File: src/rtl/dfm_pkg.sv
// dfm_pkg: shared opcodes, sequencer states and default cycle budgets for the frequency meter
package dfm_pkg;
  typedef enum logic [1:0] {
    OP_FREQ     = 2'b00,
    OP_PERIOD   = 2'b01,
    OP_INTERVAL = 2'b10,
    OP_STOP     = 2'b11
  } opcode_t;
  typedef enum logic [2:0] {
    IDLE, MSTART, MACK, MWAIT, CSTART, CACK, CWAIT, HOLD
  } seq_state_t;
  localparam int DEF_ACK_WAIT = 4;
  localparam int DEF_TIMEOUT  = 100_000_000;
  localparam int DEF_HOLDOFF  = 5_000_000;
  function automatic int max3(input int a, input int b, input int c);
    return a > b ? (a > c ? a : c) : (b > c ? b : c);
  endfunction
endpackage

File: src/rtl/engine_handshake.sv
// engine_handshake: start pulse plus ack/busy watchdog for one engine, timed by the shared counter
module engine_handshake
  import dfm_pkg::*;
#(
  parameter int ACK_WAIT = DEF_ACK_WAIT,
  parameter int TIMEOUT  = DEF_TIMEOUT,
  parameter int CW       = 27
) (
  input  logic          clk,
  input  logic          rst,
  input  logic          fire,
  input  logic          acking,
  input  logic          waiting,
  input  logic          busy,
  input  logic          tc,
  output logic          start,
  output logic          hs_ack,
  output logic          hs_done,
  output logic          hs_err,
  output logic [CW-1:0] load
);
  always_ff @(posedge clk) start <= rst ? 1'b0 : fire;
  assign hs_ack  = acking && busy;
  assign hs_done = waiting && !busy;
  // a busy edge on the terminal count wins over the timeout
  assign hs_err  = tc && (acking ? !busy : waiting && busy);
  assign load    = fire ? CW'(ACK_WAIT - 1) : CW'(TIMEOUT - 1);
endmodule

File: src/rtl/measure_sequencer.sv
// measure_sequencer: runs measure engine then serial unit per command, with auto-repeat and watchdogs
module measure_sequencer
  import dfm_pkg::*;
#(
  parameter int ACK_WAIT       = DEF_ACK_WAIT,
  parameter int TIMEOUT_CYCLES = DEF_TIMEOUT,
  parameter int HOLDOFF_CYCLES = DEF_HOLDOFF
) (
  input  logic       clk,
  input  logic       rst,
  input  logic       cmd_valid,
  input  logic [1:0] opcode,
  input  logic       cont,
  output logic       ready,
  input  logic       Fbusy,
  input  logic       Tbusy,
  input  logic       Cbusy,
  output logic       Fstart,
  output logic       Tstart,
  output logic       Cstart,
  output logic [1:0] mode,
  output logic       done,
  output logic       err
);
  localparam int CW = $clog2(max3(ACK_WAIT, TIMEOUT_CYCLES, HOLDOFF_CYCLES));
  seq_state_t state, nxt;
  logic [CW-1:0] cnt, reload, m_load, c_load;
  logic cont_q, tc, stop, accept, mbusy;
  logic m_start, m_ack, m_done, m_err, c_start, c_ack, c_done, c_err;
  assign tc     = cnt == '0;
  assign stop   = cmd_valid && opcode == OP_STOP;
  assign accept = cmd_valid && ready && opcode != OP_STOP;
  assign mbusy  = mode == OP_FREQ ? Fbusy : Tbusy;
  // mode only changes on accept, when no start pulse is in flight
  assign Fstart = m_start && mode == OP_FREQ;
  assign Tstart = m_start && mode != OP_FREQ;
  assign Cstart = c_start;
  engine_handshake #(.ACK_WAIT(ACK_WAIT), .TIMEOUT(TIMEOUT_CYCLES), .CW(CW)) u_meas (
    .clk(clk), .rst(rst), .fire(state == MSTART), .acking(state == MACK),
    .waiting(state == MWAIT), .busy(mbusy), .tc(tc), .start(m_start),
    .hs_ack(m_ack), .hs_done(m_done), .hs_err(m_err), .load(m_load)
  );
  engine_handshake #(.ACK_WAIT(ACK_WAIT), .TIMEOUT(TIMEOUT_CYCLES), .CW(CW)) u_ser (
    .clk(clk), .rst(rst), .fire(state == CSTART), .acking(state == CACK),
    .waiting(state == CWAIT), .busy(Cbusy), .tc(tc), .start(c_start),
    .hs_ack(c_ack), .hs_done(c_done), .hs_err(c_err), .load(c_load)
  );
  always_comb begin
    nxt = state;
    case (state)
      IDLE:    nxt = accept ? MSTART : IDLE;
      MSTART:  nxt = MACK;
      MACK:    nxt = m_err ? IDLE : m_ack ? MWAIT : MACK;
      MWAIT:   nxt = m_err ? IDLE : m_done ? CSTART : MWAIT;
      CSTART:  nxt = CACK;
      CACK:    nxt = c_err ? IDLE : c_ack ? CWAIT : CACK;
      CWAIT:   nxt = c_err ? IDLE : c_done ? (cont_q && !stop ? HOLD : IDLE) : CWAIT;
      HOLD:    nxt = stop ? IDLE : tc ? MSTART : HOLD;
      default: nxt = IDLE;
    endcase
  end
  assign reload = nxt == HOLD ? CW'(HOLDOFF_CYCLES - 1) : (nxt == MACK || nxt == MWAIT) ? m_load : c_load;
  always_ff @(posedge clk) begin
    if (rst) begin
      state  <= IDLE;
      cnt    <= '0;
      mode   <= OP_FREQ;
      cont_q <= 1'b0;
      err    <= 1'b0;
      done   <= 1'b0;
      ready  <= 1'b1;
    end else begin
      state  <= nxt;
      cnt    <= nxt != state ? reload : tc ? cnt : cnt - CW'(1);
      mode   <= accept ? opcode : mode;
      cont_q <= accept ? cont : stop ? 1'b0 : cont_q;
      err    <= accept ? 1'b0 : (m_err || c_err) ? 1'b1 : err;
      done   <= c_done;
      ready  <= nxt == IDLE && state != CWAIT;
    end
  end
endmodule

File: config.mk
export PLATFORM = sky130hd
export DESIGN_NAME = measure_sequencer
export DESIGN_NICKNAME = d
export VERILOG_FILES = /design/src/rtl/dfm_pkg.sv /design/src/rtl/engine_handshake.sv /design/src/rtl/measure_sequencer.sv
export SDC_FILE = /design/constraint.sdc
export NUM_CORES = 1
export LEC_CHECK = 0
export CORE_UTILIZATION = 50
export CTS_CLUSTER_DIAMETER = 30
export CTS_CLUSTER_SIZE = 16
export DETAILED_ROUTE_END_ITERATION = 10
export PLACE_DENSITY = 0.83
export SKIP_CTS_REPAIR_TIMING = 1
export SLEW_MARGIN = 20
export SYNTH_ARGS = -nofsm -noshare
export SYNTH_HDL_FRONTEND = slang
export SYNTH_SLANG_ARGS = --single-unit
File: constraint.sdc
create_clock -name clk -period 2 [get_ports clk]
set_input_delay 0.3 -clock clk [delete_from_list [all_inputs] [get_ports clk]]
set_output_delay 0.3 -clock clk [all_outputs]
set_load 0.03 [all_outputs]
### Word-level counts from Yosys, hierarchy flattened

Cells that the tools add are included.

* word-level logic and storage cells: 76
* bits of input ports: 9
* flip-flop bits (word level): 38
* output and inout bits: 8

* reduce and logical (&&, ||, !) cells: 27
* $add $sub $neg: 1
* mux-type cells: 24
* equality and inequality tests: 15

Operators by type and width (number)
* 27-bit two-way mux: 6
* 27-bit zero test: 1
* 27-bit by 1-bit subtractor with 27-bit output, second input constant: 1
* 3-bit two-way mux: 8
* 3-bit case mux with 8 select lines: 1
* 3-bit == test, second input constant: 5
* 1-bit logical AND: 15
* 3-bit by 2-bit == test with 1-bit output, second input constant: 4
* 1-bit two-way mux: 7
* 3-bit zero test: 2
* 2-bit two-way mux: 2
* 2-bit nonzero test: 2
* 3-bit by 1-bit == test with 1-bit output, second input constant: 1
* 1-bit zero test: 3
* 3-bit != test: 1
* 3-bit != test, second input constant: 1
* 2-bit == test, second input constant: 1
* 2-bit zero test: 1
* 1-bit logical OR: 2
* 2-bit by 1-bit != test with 1-bit output, second input constant: 1
* 2-bit != test, second input constant: 1
* 2-bit OR reduction: 1

### Depth between registers and ports, before layout

Gate-level depths: netlist of the first run.

* word-level depth: 13
* mapped depth: 9
* gate-level depth less buffers: 8

### Cells and area by module

Synthesis of the first run repeated with hierarchy kept, for this count alone.

* cell total of the unflattened synthesis: 373
* area total of the unflattened synthesis: 3213.1 um^2

Modules (own cells, without submodules)
* measure_sequencer: times used 1, cells each 301, area an instance 2685.1 um^2
* engine_handshake: times used 2, cells each 36, area an instance 264.0 um^2

### Worst setup path before layout of the first run

OpenSTA, ideal clock, no wires.

* path type: reg-to-reg
* start: reg mode[0]
* end: reg cnt[13]
* library setup time: 0.071 ns
* cell stages (with the launch flop): 8
* slack: -0.213 ns
* data arrival time: 2.143 ns
* path buffers: 1
* cell sequence: dfxtp_1 -> or3b_4 -> a21o_1 -> a32oi_2 -> o22ai_2 -> or4_4 -> buf_6 -> o21ai_1

* cells in the longest elaborated chain, start to end: 12
* elaborated cells between the ends (all ways): 22
* classes of those cells: eq/ne: 5; mux: 10; reduce/logical: 7

Ends and longest elaborated chain
* start, declared: line measure_sequencer.sv:21 `output logic [1:0] mode,`
* start signal, assigned: line measure_sequencer.sv:75 `mode <= accept ? opcode : mode;`
* 2-bit zero test (*): line measure_sequencer.sv:33 `assign mbusy = mode == OP_FREQ ? Fbusy : Tbusy;`
* 1-bit two-way mux (*): line measure_sequencer.sv:33
* 1-bit zero test or 1-bit logical AND (tied branches): line engine_handshake.sv:24, engine_handshake.sv:26
* 1-bit logical AND or 1-bit two-way mux (tied branches): line engine_handshake.sv:24, engine_handshake.sv:26
* 3-bit two-way mux or 1-bit logical AND (tied branches): line measure_sequencer.sv:54, engine_handshake.sv:26
* 3-bit two-way mux or 2-bit two-way mux (tied branches): line measure_sequencer.sv:54, measure_sequencer.sv:53
* 3-bit case mux with 8 select lines (*): line measure_sequencer.sv:50 `case (state)`
* 3-bit by 2-bit == test with 1-bit output: line measure_sequencer.sv:62 `assign reload = nxt == HOLD ? CW'(HOLDOFF_CYCLES - 1) : (nxt == MACK || nxt == MWAIT) ? m_load : c_load;`
* 1-bit logical OR: line measure_sequencer.sv:62
* 27-bit two-way mux (2 in a row): line measure_sequencer.sv:62
* 27-bit two-way mux: line measure_sequencer.sv:74 `cnt <= nxt != state ? reload : tc ? cnt : cnt - CW'(1);`
* end signal, assigned: line measure_sequencer.sv:74
* end, declared: line measure_sequencer.sv:27 `logic [CW-1:0] cnt, reload, m_load, c_load;`

Every way passes the cells marked *; elsewhere a longest branch is shown, timed or not.
A chain may end at the register's enable or synchronous reset.

### Worst setup path in the final report of the first run

* start: reg cnt[14]
* end: reg cnt[14]

* cells in the longest elaborated chain, start to end: 9
* elaborated cells between the ends (all ways): 21
* classes of those cells: add/sub: 1; eq/ne: 5; mux: 11; reduce/logical: 4

Ends and longest elaborated chain
* 27-bit zero test: line measure_sequencer.sv:30 `assign tc = cnt == '0;`
* 3-bit two-way mux or 1-bit logical AND (tied branches): line measure_sequencer.sv:58, engine_handshake.sv:26
* 3-bit two-way mux, or another cell as far along: line measure_sequencer.sv:58 `HOLD: nxt = stop ? IDLE : tc ? MSTART : HOLD;`
* 3-bit case mux with 8 select lines: line measure_sequencer.sv:50
* 3-bit by 2-bit == test with 1-bit output: line measure_sequencer.sv:62
* 1-bit logical OR: line measure_sequencer.sv:62
* 27-bit two-way mux (2 in a row): line measure_sequencer.sv:62
* 27-bit two-way mux: line measure_sequencer.sv:74

Parallel ways exist; a longest one is shown, timed or not. The select of a mux whose other input is x is not followed.

==> qor.yml, run 1 <==
route:
  highest_layer: "met4"
  dr.pass1.iters: 5
  drc: 0
  vias: 2432
  drt_wl_total_um: 7270
  met1_length_um: 2550
  via_per_inst: 6.24
  wl_per_cell_um: 18.6
  wl_met3_um: 493
  drtIter0Drc: 293
  drt.antenna.violating_nets: 0
  wl_met2_um: 3760
yosys:
  synth.area.top_cells: "dfxtp_1, xnor2_1, o21ai_1, nor2_1, xor2_1"
  synth_fp_nets: 260
  synthArstFlopShare_pct: 0
  synth_top_cell_by_area: "dfxtp_1"
  yosys-top-cells-count: "dfxtp_1, nor2_1, o21ai_1"
  syn_area_um2: 2090
  syn-instance-count: 250
  muxShareOfSynthArea_pct: 0.959
  post_synth.cell_area_avg_um2: 8.35
  synth_top_family_by_area: "simple AND/OR/NAND/NOR gates"
  synth-main-ff-cell: "dfxtp_1"
  synth-simple-area-share_pct: 24.9
  synth_top_area_share_pct: 36.5
  synth_compound_area_share_pct: 22.8
  synth-seq-cells: 38
  yosysMostFrequentCell: "dfxtp_1"
  ys_seq_area_share_pct: 36.5
  synth_fa_ha_area_share_pct: 0.600
  yosys.area_share.xor_xnor_pct: 10.5
  ys.warnings.count: 0
  ys_types: 58
  synth_edf_count: 0
power_and_ir_drop:
  p_seq_share_pct: 24.9
  p_comb_share_pct: 62.2
  power_switching_w: 0.00206
  switching_share_pct: 41.9
  power_density_nw_per_um2: 1550
  p_clk_share_pct: 12.9
  irDropWorstVdd_v: 0.000792
  p_int_w: 0.00285
  p_leak_nw: 1.27
clocking:
  clk_latency_ns: 0.30
  root_buffer: "clkbuf_8"
  htree_levels: 2
  numCtsBuffers: 5
  cts.sinks: 38
  cts_tree: "yes"
  clockBufferDepth: 2
  cts.clk_slew.worst_paths_ns: 0.08
die:
  start_util_pct: 52.2
  num_io_pins: 17
  die_w_um: 66.6
  rows: 23
  die_h_um: 66.6
  die_area_um2: 4440
  core_area_um2: 4000
placement:
  dpl-instance-area_um2: 2740
  globalplace.congestion: 0.917
  dp_slack_ns: -0.628
  dp_hpwl_um: 4050
  port-buffer-count: 16
critical_path:
  cp.arrival_ns: 2.60
  path_common_cell: "buf_4"
  slowest_delay_ns: 0.54
  path_max_fanout: 7
  setup.worst_path.start_class: "flip-flop"
  critPathSlowestCell: "or4_4"
  worstSetupPathType: "flip-flop to flip-flop"
  worstPathCellList: "or4_4 > nor4_4 > buf_4 > a32oi_4 > o22ai_4 > buf_6 > o21bai_1 > buf_4 > o21ai_2"
  reg2reg_depth: 9
  cp.required_ns: 2.23
  end_kind: "flip-flop"
layout:
  syn2layout_area_growth_pct: 51.6
  drive_gt1_share_pct: 39.1
  post-route-util_pct: 79.1
  final_area_um2: 3160
  diodes: 0
  nets: 350
  fillers: 252
sta:
  fin_crit_ns: 2.37
  tightest_slew_ns: 0.528
  fin_crit_sh_pct: 118
  max_freq_mhz: 423
  finalHoldViolations: 0
  fin_ws_ns: -0.366
  setup_violations: 31
  setup_tns_ns: -9.14
  slew_headroom_pct: 64.5
  finalClockSkew_ns: 0.0118
  rsz0062_at_grt: "true"
  drv_slew: 0
  holdWs_ns: 0.527
status:
  status: "complete, but fails checks"
  violations: "setup timing"
worst_hold_path:
  hold_depth: 2
  hold_path_class: "flip-flop to flip-flop"
global_route:
  grt_pass1_vias: 2000
  gr-total-overflow: 0
  grt_max_degree: 22
  grt_usage_pct: 27.2
  antenna_found_initial: 0
  grt_pass1_wl_um: 8980
flow_run:
  max_cap_violations: 0
-- worst paths after layout --
path	from	end	slack, ns
max reg2reg	cnt[14]	cnt[14]	-0.37
min reg2reg	err	err	0.53
min	err	err	0.53
max	cnt[14]	cnt[14]	-0.37
-- power groups by stage --
| stage | Clock (W) | Combinational (W) | Sequential, W |
|---|---|---|---|
| 2_1_floorplan | 0 | 0.00134 | 0.00121 |
| 3_3_place_gp | 0 | 0.00222 | 0.00118 |
| 3_5_place_dp | 0 | 0.00230 | 0.00119 |
| 4_1_cts | 0.000626 | 0.00232 | 0.00118 |
| 5_1_grt | 0.000675 | 0.00324 | 0.00125 |
| 6_report | 0.000635 | 0.00306 | 0.00122 |
-- registers in the layout (all words and copies together) (netlist names) --
name	count
cnt	27
state	3
mode	2
cont_q	1
done	1
err	1
ready	1
u_meas.start	1
u_ser.start	1
-- critical path: cells and delay by family (launching register included) --
| kind | cells | cell delay, ns |
|---|---|---|
| AO/OA/AOI/OAI | 4 | 0.54 |
| buffers and inverters | 3 | 0.54 |
| flip-flops | 1 | 0.37 |
| AND/OR/NAND/NOR | 2 | 0.82 |
-- final cells by class --
type / instances / area [um2] / share of cell area [%]
multi-input combinational: 199 / 1450 / 45.7
sequential: 38 / 771 / 24.4
timing repair buffer: 94 / 769 / 24.3
clock buffer: 7 / 108 / 3.40
tap: 50 / 62.6 / 1.98
inverter: 2 / 7.51 / 0.237
-- cells by family (layout without fill, tap and decap cells) --
logic type,after synthesis,count (layout)
multiplexers,2,2
flip-flops,38,38
XOR/XNOR,25,25
adder cells (fa/ha/maj),1,1
buffers and inverters,16,103
AND/OR/NAND/NOR,98,101
AO/OA/AOI/OAI,70,70
-- layer usage --
layer,up-vias,track usage (%)
met3,51,6.85
met1,1135,30.0
met4,0,15.2
met5,-,0
li1,1098,-
met2,148,47.0
-- cell usage in the layout (no fill, tap or decap), types with 3 or more instances in the layout --
cell,n
buf_4,73
dfxtp_1,32
nor2_1,25
nand2_1,17
xnor2_1,17
o21ai_2,17
clkdlybuf4s50_1,14
o21ai_1,9
nor3_1,8
xor2_1,8
nor4_1,7
nand2b_1,6
clkbuf_8,6
or4_4,5
a21oi_1,5
buf_6,5
dfxtp_2,5
o21ai_0,4
nand3_1,4
nor2b_1,4
o21a_1,3
and3_1,3
or4_1,3
or3_1,3
a21oi_2,3
-- metrics by stage --
stage	cells	total power, W
floorplan	250	0.00255
CTS	373	0.00412
global route	390	0.00516
detailed placement	366	0.00349
finish	390	0.00491
global placement	366	0.00340
Note: power is estimated with default switching activity, not from simulation.
==> inputs of run 2 (changes only) <==
--- a/config.mk
+++ b/config.mk
@@ -9,7 +9,7 @@
 export CTS_CLUSTER_DIAMETER = 30
 export CTS_CLUSTER_SIZE = 16
 export DETAILED_ROUTE_END_ITERATION = 10
-export PLACE_DENSITY = 0.83
+export PLACE_DENSITY = 0.8
 export SKIP_CTS_REPAIR_TIMING = 1
 export SLEW_MARGIN = 20
 export SYNTH_ARGS = -nofsm -noshare
==> constraint.sdc (replaced) <==
create_clock -name clk -period 2.38 [get_ports clk]
set_input_delay 0.357 -clock clk [delete_from_list [all_inputs] [get_ports clk]]
set_output_delay 0.357 -clock clk [all_outputs]
set_load 0.03 [all_outputs]
==> run 2 against run 1 <==
  * The flow now finishes without violations
  * Utilization shrank 14 points
  * Setup slack better by 0.43 ns
  * Final cell count shrank 13%
  * Global-route usage decreased by 4.3 points
  * Register-to-register slack improved by 0.51 ns
  * Combinational power shrank 48%
  * Die area stayed put
  * Sequential share of layout area up 4.7 points
  * Critical path depth shrank 2
  * Clock power rose by 7.2%
  * Largest cell class unchanged
==> qor.yml, run 2 (synthesis gave the netlist of run 1 again) <==
status:
  status: "complete, no violations"
placement:
  dp_hpwl_um: 3360
  dp_slack_ns: -0.250
  dp_cells: 331
  globalplace.congestion: 0.906
  port-buffer-count: 16
die:
  rows: 23
  die_h_um: 66.6
  core_area_um2: 4000
  die_area_um2: 4440
  num_io_pins: 17
  die_w_um: 66.6
  start_util_pct: 52.2
critical_path:
  critPathSlowestCell: "or4_4"
  reg2reg_depth: 8
  slowest_delay_ns: 0.59
  setup.worst_path.start_class: "input port"
  end_kind: "flip-flop"
  path_buf_inv: 1
  cp.required_ns: 2.61
  worstPathCellList: "clkdlybuf4s50_1 > or3b_4 > a311o_1 > o21ai_1 > nor2_1 > or4_4 > o21ai_1"
  timing.rr.start: "cnt[12]"
  path_common_cell: "o21ai_1"
  cp.arrival_ns: 2.55
  regToRegEndpoint: "cnt[1]"
  reg2reg_slack_ns: 0.14
  worstSetupPathType: "input port to flip-flop"
  crit_family: "simple AND/OR/NAND/NOR gates"
  path_max_fanout: 11
layout:
  fillers: 353
  seq_area_um2: 761
  regMostFlops: "cnt"
  multi_input_area_um2: 1260
  drive_gt1_share_pct: 16.6
  nets: 299
  final_cells: 340
  layout_common_cells: "dfxtp_1, buf_4, nor2_1"
  syn2layout_area_growth_pct: 25.4
  largest_reg_flops: 27
  mostFrequentLayoutCell: "dfxtp_1"
  diodes: 0
  top_regs: "cnt (27), state (3), mode (2)"
global_route:
  antenna_found_initial: 0
  grt_max_degree: 22
  grt_usage_pct: 22.9
  grt_pass1_wl_um: 7860
  grt_pass1_vias: 1786
  gr-total-overflow: 0
sta:
  slew_headroom_pct: 71.5
  finalClockSkew_ns: 0.00584
  drv_slew: 0
  fin_crit_sh_pct: 97.4
  fin_crit_ns: 2.32
  tightest_slew_ns: 0.427
  finalHoldViolations: 0
  max_freq_mhz: 431
  setup_violations: 0
  rsz0062_at_grt: "false"
  fin_ws_ns: 0.0620
clocking:
  clk_latency_ns: 0.30
  cts_tree: "yes"
  clockBufferDepth: 2
  cts.sinks: 38
  numCtsBuffers: 5
  root_buffer: "clkbuf_8"
  htree_levels: 2
  cts.clk_slew.worst_paths_ns: 0.07
power_and_ir_drop:
  power_w: 0.00333
  irDropWorstVdd_v: 0.000706
  p_leak_nw: 0.965
  power_density_nw_per_um2: 1270
route:
  drt_wl_total_um: 4800
  drt.antenna.violating_nets: 0
  drc: 0
  dr.pass1.iters: 4
  drtIter0Drc: 195
  via_per_inst: 5.66
  wl_per_cell_um: 14.1
  vias: 1924
worst_hold_path:
  hold_path_class: "flip-flop to flip-flop"
  hold_end: "err"
  min_from: "err"
  hold_depth: 2
flow_run:
  max_cap_violations: 0
## run 2: worst register-to-register path: cells and delay by family (launching register included)
kind                   cells  cell delay, ns
AO/OA/AOI/OAI              3            0.53
flip-flops                 1            0.35
buffers and inverters      2            0.34
AND/OR/NAND/NOR            3            0.96
## run 2: power breakdown
group	internal, W	total, W	switching (W)
combinational	0.000757	0.00160	0.000842
sequential	0.000836	0.00105	0.000218
clock	0.000447	0.000681	0.000234
total	0.00204	0.00333	0.00129
## run 2: layer usage
metal,global-route usage (%),part of all wire [%],up-vias
met1,27.6,46,876
li1,-,-,986
met2,40.8,48,56
met3,5.14,5.0,6
met4,5.32,0.83,0
met5,0,0,-
## run 2: stage by stage
| step | util, % | TNS, ns | hold WS, ns | area [um2] |
|---|---|---|---|---|
| 4_1_cts | 64.9 | 0 | 0.528 | 2600 |
| 6_report | 65.4 | 0 | 0.523 | 2620 |
| 3_5_place_dp | 61.4 | -5.26 | 0.517 | 2450 |
| 3_3_place_gp | 61.4 | -4.15 | 0.509 | 2450 |
| 5_1_grt | 65.4 | 0 | 0.578 | 2620 |
| 2_1_floorplan | - | 0 | 0.498 | 2090 |
## run 2: how the worst max path moves through the flow
stage | cells after the start | from | end
after floorplan | 7 | mode[0] | cnt[13]
after global placement | 7 | Fbusy | cnt[22]
after detailed placement | 7 | Fbusy | cnt[11]
after CTS | 7 | Fbusy | cnt[11]
after global routing | 7 | Fbusy | cnt[8]
final | 7 | Fbusy | cnt[11]
## run 2: final cells by class
class	instances	area share, %
Multi-Input combinational cell	197	48.3
Sequential cell	38	29.1
Timing Repair Buffer	45	14.4
Clock buffer	6	3.16
Tap cell	50	2.39
Clock inverter	2	2.30
Inverter	2	0.287
